==> config.mk <==
export PLATFORM = sky130hd
export DESIGN_NAME = vga_row_pixel
export DESIGN_NICKNAME = d
export VERILOG_FILES = /design/src/rtl/vga_pkg.sv /design/src/rtl/vga_row_buffer.sv /design/src/rtl/vga_row_pixel.sv
export SDC_FILE = /design/constraint.sdc
export NUM_CORES = 1
export LEC_CHECK = 0
export CAP_MARGIN = 20
export CORE_MARGIN = 2
export CORE_UTILIZATION = 45
export CTS_CLUSTER_DIAMETER = 80
export DETAILED_ROUTE_END_ITERATION = 8
export PLACE_DENSITY = 0.73
export SYNTH_ARGS = -nofsm -noshare
export SYNTH_HDL_FRONTEND = slang
export SYNTH_HIERARCHICAL = 1
export SYNTH_SLANG_ARGS = --single-unit
==> constraint.sdc <==
create_clock -name clk -period 3.22 [get_ports clk]
set_input_delay 0.322 -clock clk [delete_from_list [all_inputs] [get_ports clk]]
set_output_delay 0.322 -clock clk [all_outputs]
set_load 0.05 [all_outputs]
==> src/rtl/vga_pkg.sv <==
// Shared constants and types for the row-buffered VGA pixel block.
package vga_pkg;
  localparam int COLOR_W = 6;
  localparam int ROW_W   = 32;

  localparam logic [1:0] ADDR_ROW  = 2'd0;
  localparam logic [1:0] ADDR_FG   = 2'd1;
  localparam logic [1:0] ADDR_BG   = 2'd2;
  localparam logic [1:0] ADDR_CTRL = 2'd3;

  typedef logic [COLOR_W-1:0] color_t;
  typedef logic [ROW_W-1:0]   row_t;

  localparam color_t FG_RST = 6'h3F;
  localparam color_t BG_RST = 6'h00;

  typedef struct packed {
    logic underrun;
    logic fresh;
  } row_stat_t;

  // colour is {R1,R0,G1,G0,B1,B0}; connector order interleaves syncs
  function automatic logic [7:0] pack_vga(
    input color_t c,
    input logic   vs,
    input logic   hs
  );
    return {c[5], c[3], c[1], vs, c[4], c[2], c[0], hs};
  endfunction
endpackage

==> src/rtl/vga_row_buffer.sv <==
// Pending/active row pair with row-change swap and underrun tracking.
module vga_row_buffer
  import vga_pkg::*;
(
  input  logic       clk,
  input  logic       rst,
  input  logic       wr_row,
  input  row_t       wr_data,
  input  logic       clr_underrun,
  input  logic [3:0] y_pos,
  output row_t       pending,
  output row_t       active,
  output row_stat_t stat
);
  logic [3:0] y_prev;
  logic       swap;

  assign swap = (y_pos != y_prev);

  always_ff @(posedge clk) begin
    if (rst) begin
      pending       <= '0;
      active        <= '0;
      stat.fresh    <= 1'b0;
      stat.underrun <= 1'b0;
      y_prev        <= '0;
    end else begin
      y_prev <= y_pos;
      if (swap) begin
        active <= pending;
      end
      if (wr_row) begin
        pending <= wr_data;
      end
      if (wr_row) begin
        stat.fresh <= 1'b1;
      end else if (swap) begin
        stat.fresh <= 1'b0;
      end
      // a fresh underrun outranks a clear issued in the same cycle
      if (swap && !stat.fresh) begin
        stat.underrun <= 1'b1;
      end else if (clr_underrun) begin
        stat.underrun <= 1'b0;
      end
    end
  end
endmodule

==> src/rtl/vga_row_pixel.sv <==
// Register file, per-pixel colour select and registered VGA output.
module vga_row_pixel
  import vga_pkg::*;
(
  input  logic        clk,
  input  logic        rst,
  input  logic [4:0]  x_pos,
  input  logic [3:0]  y_pos,
  input  logic        blank,
  input  logic        hsync_in,
  input  logic        vsync_in,
  input  logic        wr_en,
  input  logic [1:0]  wr_addr,
  input  logic [31:0] wr_data,
  input  logic [1:0]  rd_addr,
  output logic [31:0] rd_data,
  output logic [7:0]  vga_out
);
  color_t    fg;
  color_t    bg;
  color_t    colour;
  logic      enable;
  row_t      pending;
  row_t      active;
  row_stat_t stat;
  logic      wr_row;
  logic      wr_fg;
  logic      wr_bg;
  logic      wr_ctrl;

  assign wr_row  = wr_en && (wr_addr == ADDR_ROW);
  assign wr_fg   = wr_en && (wr_addr == ADDR_FG);
  assign wr_bg   = wr_en && (wr_addr == ADDR_BG);
  assign wr_ctrl = wr_en && (wr_addr == ADDR_CTRL);

  vga_row_buffer u_buf (
    .clk          (clk),
    .rst          (rst),
    .wr_row       (wr_row),
    .wr_data      (wr_data),
    .clr_underrun (wr_ctrl && wr_data[1]),
    .y_pos        (y_pos),
    .pending      (pending),
    .active       (active),
    .stat         (stat)
  );

  always_ff @(posedge clk) begin
    if (rst) begin
      fg     <= FG_RST;
      bg     <= BG_RST;
      enable <= 1'b0;
    end else begin
      if (wr_fg) begin
        fg <= wr_data[COLOR_W-1:0];
      end
      if (wr_bg) begin
        bg <= wr_data[COLOR_W-1:0];
      end
      if (wr_ctrl) begin
        enable <= wr_data[0];
      end
    end
  end

  always_comb begin
    colour = '0;
    if (!blank && enable) begin
      colour = active[x_pos] ? fg : bg;
    end
  end

  always_ff @(posedge clk) begin
    if (rst) begin
      vga_out <= 8'h00;
    end else begin
      vga_out <= pack_vga(colour, vsync_in, hsync_in);
    end
  end

  always_comb begin
    rd_data = '0;
    unique case (rd_addr)
      ADDR_ROW:  rd_data = pending;
      ADDR_FG:   rd_data = {26'b0, fg};
      ADDR_BG:   rd_data = {26'b0, bg};
      ADDR_CTRL: rd_data = {28'b0, stat.underrun, stat.fresh, 1'b0, enable};
    endcase
  end
endmodule

==> metrics.cfg, run 1 <==
[run_status]
status=finished clean

[logic_synthesis]
dominantRegCellSynth=dfxtp_1
synth_nets=484
synthSimpleGateAreaFrac=0.212
ys_types=35
yosysSeqAreaShare=0.448
synthXorXnorAreaFrac=0.00862
synthMuxAreaShare=0.243
synth_compound_area_frac=0.0443
yosys_warnings=6
syn_inst=433
synth_area_um2=4060
synth_edf_count=0
yosys.area_share.adder=0
synth_top_family_by_area=multiplexers
syn_avg_cell_area_um2=9.39
synth-async-reset-ratio=0
ys_seq_elements=91

[drt]
postRouteWirelength_um=8680
vias_per_cell=5.09
drc_errors=0
avgRoutedWirePerCell_um=13.9
postRouteAntennaNets=0
vias=3187
drtIter0Drc=125
drt_first_pass_iters=5

[worst_setup_path]
crit_path_start_kind=input port
cp.required_ps=2900
crit_path_max_incr_delay_ps=750
crit_fanout=8
path_common_cell=clkdlybuf4s50_1
cp_slowest_cell=clkdlybuf4s50_1
path_cells=clkdlybuf4s50_1 > mux4_2 > clkdlybuf4s50_1
worstSetupPathType=input port to output port
endpoint_kind=output port
cp.arrival_ps=2350

[floorplanning]
core-area_um2=8720
dieWidth_um=99.0
die-area_um2=9810
io_pins=91
die_h_um=99.0
fp-row-count=34
start_util=0.466

[place]
io_buffers=90
gp_congestion=0.804
dp_slack_ps=554
hpwl_um=6130

[grt]
grt_pass1_vias=3226
grt.busiest_layer=met2
grt_max_degree=67
grt_pass1_wl_um=14700
antenna_found_initial=0
grt_overflow=0
met1_usage=0.215
grtUsageMet3=0.0447
grt_usage=0.182
globalRouteMet2Util=0.325

[clock_network]
cts_num_sinks=91
clock_latency_ps=350
htree_num_levels=3
cts.root.buffer_cell=clkbuf_8
cts_hold_buf=0
cts_buffers=9
clk_pin_slew_ps=90
post_cts_resized=0
clock_path_buffers=2
cts_tree=yes
postCtsSetupRepairBufs=0

[sta]
rsz0062_at_grt=no
setup_viol=0
final-hold-violation-count=0
fmax_mhz=375
fin_crit_sh=0.829
slew_headroom=0.337
finalWorstSetupSlack_ps=552
fin_tns_setup_ps=0
worst_pin_slew_ps=994
fin_skew_ps=10.9
hold_slack_ps=228
period_needed_ps=2670
drv_slew=0

[power_and_ir_drop]
power.leakage_uw=0.00209
powerDensity_nw_per_um2=439
ir_drop_mv=0.324

[finish]
drive_gt1_frac=0.114
fillerInstances=706
syn_to_final_growth_pct=35.1
diodes=0
nets=564

[min_path]
hold_path_class=input port to flip-flop

[run]
max-cap-violations=0

-- cell type report --
type | count | area [um2] | share of cell area
clock buffer | 10 | 128 | 0.0232
tap | 108 | 135 | 0.0246
sequential | 91 | 1820 | 0.332
multi-input combinational | 308 | 2070 | 0.377
timing repair buffer | 96 | 1200 | 0.218
inverter | 7 | 26.3 | 0.00479
clock inverter | 6 | 113 | 0.0205
-- through the flow --
stage	util	instances	instance area [um2]	total power (uW)
finish	0.630	626	5490	2410
detailed placement	0.601	609	5250	1530
global route	0.630	626	5490	2510
global placement	0.601	609	5250	1520
floorplan	-	433	4060	1400
CTS	0.629	625	5490	2440
-- where the power goes --
group | internal, uW | switching (uW)
Clock | 519 | 391
Sequential | 1160 | 22.5
Combinational | 154 | 166
-- state kept, by name, summed over array words and instances (netlist names) --
name,cells
u_buf/y_prev,4
fg,6
u_buf/pending,32
vga_out,8
u_buf/active,32
enable,1
u_buf/stat,2
bg,6
-- cells by family (layout without fill, tap and decap cells) --
kind of cell / count (synthesis) / after routing
multiplexers: 95 / 95
AO/OA/AOI/OAI: 23 / 23
XOR/XNOR: 4 / 4
buffers and inverters: 34 / 119
AND/OR/NAND/NOR: 186 / 186
flip-flops: 91 / 91
-- synth_stat cells (3+ instances only) --
cell,instances,area (um2)
dfxtp_1,91,1820
clkbuf_1,17,63.8
xor2_1,4,35.0
nand3b_1,3,22.5
o21ai_0,3,15.0
inv_1,6,22.5
nor2b_1,8,50.1
nor2_1,52,195
and2_1,26,163
buf_2,4,20.0
and3_1,4,25.0
a211o_1,6,52.6
mux2i_1,92,921
nand2_1,83,312
mux4_2,3,67.6
a21oi_1,7,35.0
buf_6,4,45.0
-- cells in the final DEF (no fill, tap or decap), types with 2 or more instances in the layout --
master	instances
buf_4	5
buf_12	26
mux4_2	3
and3_1	4
buf_2	2
xor2_1	4
clkbuf_8	9
o21ai_0	3
nor2_1	52
mux2i_1	92
nor2b_1	8
a22oi_1	2
a211o_1	6
a21oi_1	7
bufinv_16	3
inv_1	6
nand2_1	83
dfxtp_1	91
and2_1	26
clkdlybuf4s50_1	63
nand3b_1	3
-- worst max-delay path: cells and delay by family --
| family | cells | cell delay (ps) |
|---|---|---|
| buffers and inverters | 2 | 1460 |
| multiplexers | 1 | 560 |
-- worst paths after layout --
| kind | slack, ps | start | endpoint | cells past startpoint |
|---|---|---|---|---|
| max | 550 | rd_addr[1] | rd_data[2] | 3 |
| min | 230 | rst | bg[5] | 2 |
| max reg2reg | 1440 | u_buf/active[5] | vga_out[1] | 6 |
| min reg2reg | 460 | u_buf/active[30] | u_buf/active[30] | 2 |
-- routing by layer --
| metal | vias to the layer above | part of all wire |
|---|---|---|
| met3 | 11 | 0.038 |
| met5 | - | 0 |
| met4 | 0 | 0.017 |
| li1 | 1607 | - |
| met2 | 57 | 0.51 |
| met1 | 1512 | 0.44 |
Note: power is estimated with default switching activity, not from simulation.
==> inputs of run 2 (changes only) <==
--- a/config.mk
+++ b/config.mk
@@ -10,7 +10,7 @@
 export CORE_UTILIZATION = 45
 export CTS_CLUSTER_DIAMETER = 80
 export DETAILED_ROUTE_END_ITERATION = 8
-export PLACE_DENSITY = 0.73
+export PLACE_DENSITY = 0.75
 export SYNTH_ARGS = -nofsm -noshare
 export SYNTH_HDL_FRONTEND = slang
 export SYNTH_HIERARCHICAL = 1
==> constraint.sdc (replaced) <==
create_clock -name clk -period 2.33 [get_ports clk]
set_input_delay 0.233 -clock clk [delete_from_list [all_inputs] [get_ports clk]]
set_output_delay 0.233 -clock clk [all_outputs]
set_load 0.05 [all_outputs]
==> metrics.cfg, run 2 (synthesis results as in run 1) <==
[clock_network]
cts_num_sinks=91  ; unchanged
cts_buffers=9  ; unchanged
cts_tree=yes  ; unchanged
htree_num_levels=3  ; unchanged
clock_path_buffers=2  ; unchanged
post_cts_resized=0  ; unchanged
clk_pin_slew_ps=90  ; about the same
postCtsSetupRepairBufs=0  ; unchanged
cts.root.buffer_cell=clkbuf_8  ; unchanged
clock_latency_ps=350  ; about the same
cts_hold_buf=0  ; unchanged

[sta]
fin_skew_ps=10.2  ; was 10.9 ps
fin_crit_sh=0.870
fin_tns_setup_ps=0  ; unchanged
finalWorstSetupSlack_ps=304  ; was 552 ps
period_needed_ps=2030
final-hold-violation-count=0  ; unchanged
fmax_mhz=494
slew_headroom=0.597  ; was 0.337
rsz0062_at_grt=no  ; unchanged
worst_pin_slew_ps=604  ; was 994 ps
drv_slew=0  ; unchanged
setup_viol=0  ; unchanged

[finish]
seq_area_um2=1820  ; unchanged
diodes=0  ; unchanged
nets=568  ; was 564
multiInputGateArea_um2=2070  ; unchanged
final_common_cell=mux2i_1  ; unchanged
fillerInstances=712  ; was 706
drive_gt1_frac=0.134  ; was 0.114
syn_to_final_growth_pct=36.6  ; was 35.1%
largest_registers=u_buf/active x32, u_buf/pending x32, vga_out x8  ; unchanged
mostFrequentLayoutCells=mux2i_1 (92), dfxtp_1 (91), nand2_1 (83)  ; unchanged

[drt]
vias=3182  ; was 3187
drtIter0Drc=121  ; was 125
postRouteWirelength_um=8840  ; was 8680 um
avgRoutedWirePerCell_um=14.0  ; was 13.9 um
postRouteAntennaNets=0  ; unchanged
drt_first_pass_iters=4  ; was 5
vias_per_cell=5.05  ; was 5.09
drc_errors=0  ; unchanged

[floorplanning]
dieWidth_um=99.0  ; unchanged
die_h_um=99.0  ; unchanged
start_util=0.466  ; unchanged
die-area_um2=9810  ; unchanged
fp-row-count=34  ; unchanged
core-area_um2=8720  ; unchanged
io_pins=91  ; unchanged

[power_and_ir_drop]
power.leakage_uw=0.00213  ; was 0.00209 uW
ir_drop_mv=0.363  ; was 0.324 mV
pwr-share-clk=0.351  ; was 0.377
seqPwrFrac=0.506  ; was 0.490
power_uw=3230  ; was 2410 uW
powerDensity_nw_per_um2=581  ; was 439 nW/um2
p_sw_uw=784  ; was 579 uW
intPower_uw=2440  ; was 1830 uW
power_frac_comb=0.143  ; was 0.133
swShare=0.243  ; was 0.240

[grt]
grt_pass1_wl_um=14600  ; was 14700 um
grt_max_degree=67  ; unchanged
grt.busiest_layer=met2  ; unchanged
grtUsageMet3=0.0411  ; was 0.0447
antenna_found_initial=0  ; unchanged
globalRouteMet2Util=0.313  ; was 0.325
grt_overflow=0  ; unchanged
met1_usage=0.228  ; was 0.215
grt_usage=0.182  ; about the same
grt_pass1_vias=3162  ; was 3226

[worst_setup_path]
endpoint_kind=output port  ; unchanged
cp_slowest_cell=clkdlybuf4s50_1  ; unchanged
crit_path_start_kind=input port  ; unchanged
rrSetupSlack_ps=750  ; was 1440 ps
cp.required_ps=2100  ; was 2900 ps
path_cells=clkdlybuf4s50_1 > mux4_2 > buf_4  ; was clkdlybuf4s50_1 > mux4_2 > clkdlybuf4s50_1
crit_start=rd_addr[1]  ; unchanged
crit_path_max_incr_delay_ps=770  ; was 750 ps
crit_fanout=8  ; unchanged
worstSetupPathType=input port to output port  ; unchanged
r2r_start=u_buf/active[7]  ; was u_buf/active[5]
cp.arrival_ps=1790  ; was 2350 ps

[run]
max-cap-violations=0  ; unchanged

[min_path]
hold_path_class=input port to flip-flop  ; unchanged
min-delay-start=rst  ; unchanged

[place]
hpwl_um=6360  ; was 6130 um
dp_slack_ps=123  ; was 554 ps
gp_congestion=0.813  ; was 0.804
io_buffers=90  ; unchanged

[run_status]
status=finished clean  ; unchanged

run 2: stage by stage:
step / area [um2] / hold WS [ps] / cells / util
2_1_floorplan: 4060 / 305 / 433 / -
3_3_place_gp: 5330 / 452 / 614 / 0.611
3_5_place_dp: 5330 / 456 / 614 / 0.611
4_1_cts: 5550 / 359 / 630 / 0.637
5_1_grt: 5550 / 387 / 630 / 0.637
6_report: 5550 / 362 / 630 / 0.637
run 2: layout make-up:
cell class | instances | area share
clock inverters | 3 | 0.00789
repair buffers | 100 | 0.230
clock buffers | 13 | 0.0322
multi-input cells | 308 | 0.372
well taps | 108 | 0.0243
inverters | 7 | 0.00473
flip-flops and latches | 91 | 0.328
run 2: power groups by stage:
stage	logic (uW)	registers, uW	clock network [uW]
after floorplan	270	1670	0
after global placement	455	1670	0
after detailed placement	463	1670	0
after CTS	464	1630	1160
after global routing	496	1640	1210
final	461	1630	1130
run 2: critical path: cells and delay by family:
| family | cells | cell delay, ps |
|---|---|---|
| buf+inv | 2 | 980 |
| mux | 1 | 580 |
run 2: path summary, 6_finish.rpt:
path                                          to  cells after the start
worst max register to register        vga_out[5]                      7
worst min-delay path            u_buf/pending[6]                      3
worst min register to register  u_buf/active[29]                      2
worst max-delay path                  rd_data[3]                      3
run 2: routing by layer:
layer	up-vias	wire, um
met4	0	102
met5	-	0
li1	1614	-
met2	71	4470
met3	9	376
met1	1488	3890
==> inputs of run 3 (changes only) <==
--- a/config.mk
+++ b/config.mk
@@ -11,6 +11,7 @@
 export CTS_CLUSTER_DIAMETER = 80
 export DETAILED_ROUTE_END_ITERATION = 8
 export PLACE_DENSITY = 0.75
+export REMOVE_ABC_BUFFERS = 1
 export SYNTH_ARGS = -nofsm -noshare
 export SYNTH_HDL_FRONTEND = slang
 export SYNTH_HIERARCHICAL = 1
==> metrics.cfg, run 3 (synthesis results as in run 1) <==
[place]
hpwl_um=6340  ; was 6360 um
dp_slack_ps=56.3  ; was 123 ps
io_buffers=90  ; unchanged
place_area_um2=5370  ; was 5330 um2
gp_congestion=0.816  ; was 0.813

[clock_network]
cts.root.buffer_cell=clkbuf_8  ; unchanged
postCtsSetupRepairBufs=0  ; unchanged
cts_tree=yes  ; unchanged
cts_hold_buf=0  ; unchanged
cts_num_sinks=91  ; unchanged
clock_path_buffers=2  ; unchanged
cts_buffers=9  ; unchanged
clk_pin_slew_ps=80  ; was 90 ps
htree_num_levels=3  ; unchanged
clock_latency_ps=350  ; about the same
post_cts_resized=0  ; unchanged

[sta]
worst_pin_slew_ps=515  ; was 604 ps
hold_slack_ps=236  ; was 362 ps
slew_headroom=0.656  ; was 0.597
final-hold-violation-count=0  ; unchanged
finalWorstSetupSlack_ps=319  ; was 304 ps
fin_skew_ps=7.64  ; was 10.2 ps
rsz0062_at_grt=no  ; unchanged
fmax_mhz=497  ; was 494 MHz
fin_crit_sh=0.863  ; was 0.870
period_needed_ps=2010  ; was 2030 ps
drv_slew=0  ; unchanged
setup_viol=0  ; unchanged

[grt]
antenna_found_initial=0  ; unchanged
grt_max_degree=67  ; unchanged
grt_pass1_wl_um=15000  ; was 14600 um
grt_pass1_vias=3162  ; unchanged
grt_overflow=0  ; unchanged
grt_usage=0.186  ; was 0.182

[drt]
postRouteAntennaNets=0  ; unchanged
vias_per_cell=5.05  ; about the same
drc_errors=0  ; unchanged
drtIter0Drc=110  ; was 121
drt_first_pass_iters=4  ; unchanged
vias=3188  ; was 3182
postRouteWirelength_um=8720  ; was 8840 um
avgRoutedWirePerCell_um=13.8  ; was 14.0 um

[finish]
diodes=0  ; unchanged
mostFrequentLayoutCells=mux2i_1 (92), dfxtp_1 (91), nand2_1 (83)  ; unchanged
multiInputGateArea_um2=2070  ; unchanged
final_common_cell=mux2i_1  ; unchanged
utilization=0.634  ; was 0.637
nets=570  ; was 568
final_area_um2=5530  ; was 5550 um2
fillerInstances=696  ; was 712
largest_registers=u_buf/active x32, u_buf/pending x32, vga_out x8  ; unchanged
seq_area_um2=1820  ; unchanged
drive_gt1_frac=0.130  ; was 0.134
syn_to_final_growth_pct=36.1  ; was 36.6%

[power_and_ir_drop]
power.leakage_uw=0.00212  ; was 0.00213 uW
power_uw=3020  ; was 3230 uW
powerDensity_nw_per_um2=546  ; was 581 nW/um2
ir_drop_mv=0.450  ; was 0.363 mV

[floorplanning]
die-area_um2=9810  ; unchanged
core-area_um2=8720  ; unchanged
dieWidth_um=99.0  ; unchanged
fp-row-count=34  ; unchanged
die_h_um=99.0  ; unchanged
io_pins=91  ; unchanged
start_util=0.466  ; unchanged

[worst_setup_path]
crit_path_start_kind=input port  ; unchanged
cp.arrival_ps=1780  ; was 1790 ps
r2r_start=u_buf/active[7]  ; unchanged
worstSetupPathType=input port to output port  ; unchanged
r2r_end=vga_out[1]  ; was vga_out[5]
crit_fanout=17  ; was 8
cp.required_ps=2100  ; about the same
rrSetupSlack_ps=780  ; was 750 ps
endpoint_kind=output port  ; unchanged
rr_worst_depth=7  ; unchanged

[min_path]
min-delay-start=rst  ; unchanged
hold_path_class=input port to flip-flop  ; unchanged
whs_endpoint=u_buf/pending[24]  ; was u_buf/pending[6]
whs_path_depth=2  ; was 3

[run_status]
status=finished clean  ; unchanged

[run]
max-cap-violations=0  ; unchanged

## run 3: worst max-delay path, cell delays in order
cell             delay [ps]
clkdlybuf4s50_1         640
nor2_1                  280
buf_4                   250
and2_1                  210
buf_12                  150
## run 3: area by class of cell
class / count / share of cell area
clock inverters: 2 / 0.00226
clock buffers: 13 / 0.0269
multi-input cells: 308 / 0.374
inverters: 7 / 0.00475
well taps: 108 / 0.0244
repair buffers: 102 / 0.238
flip-flops and latches: 91 / 0.329
## run 3: worst max path at each step
stage	from	endpoint	slack, ps	depth (start not counted)
global route	rd_addr[1]	rd_data[7]	270	5
global placement	x_pos[1]	vga_out[5]	160	8
finish	rd_addr[1]	rd_data[7]	320	5
floorplan	wr_addr[1]	u_buf/pending[0]	-1870	3
detailed placement	x_pos[1]	vga_out[1]	60	9
CTS	rd_addr[1]	rd_data[7]	310	5
## run 3: power breakdown
part / internal (uW) / switching (uW)
Clock: 411 / 501
Combinational: 238 / 234
Sequential: 1600 / 31.7
## run 3: layer usage
layer | wire length (um) | GRT usage | up-vias
met3 | 335 | 0.0411 | 10
met1 | 3900 | 0.242 | 1508
met2 | 4370 | 0.313 | 65
met4 | 110 | 0.0506 | 0
met5 | 0 | 0 | -
li1 | - | - | 1605
## run 3: metrics by stage
stage,TNS [ps],std cells
6_report,0,631
5_1_grt,0,631
4_1_cts,0,631
3_5_place_dp,0,616
3_3_place_gp,0,616
2_1_floorplan,-65670,406
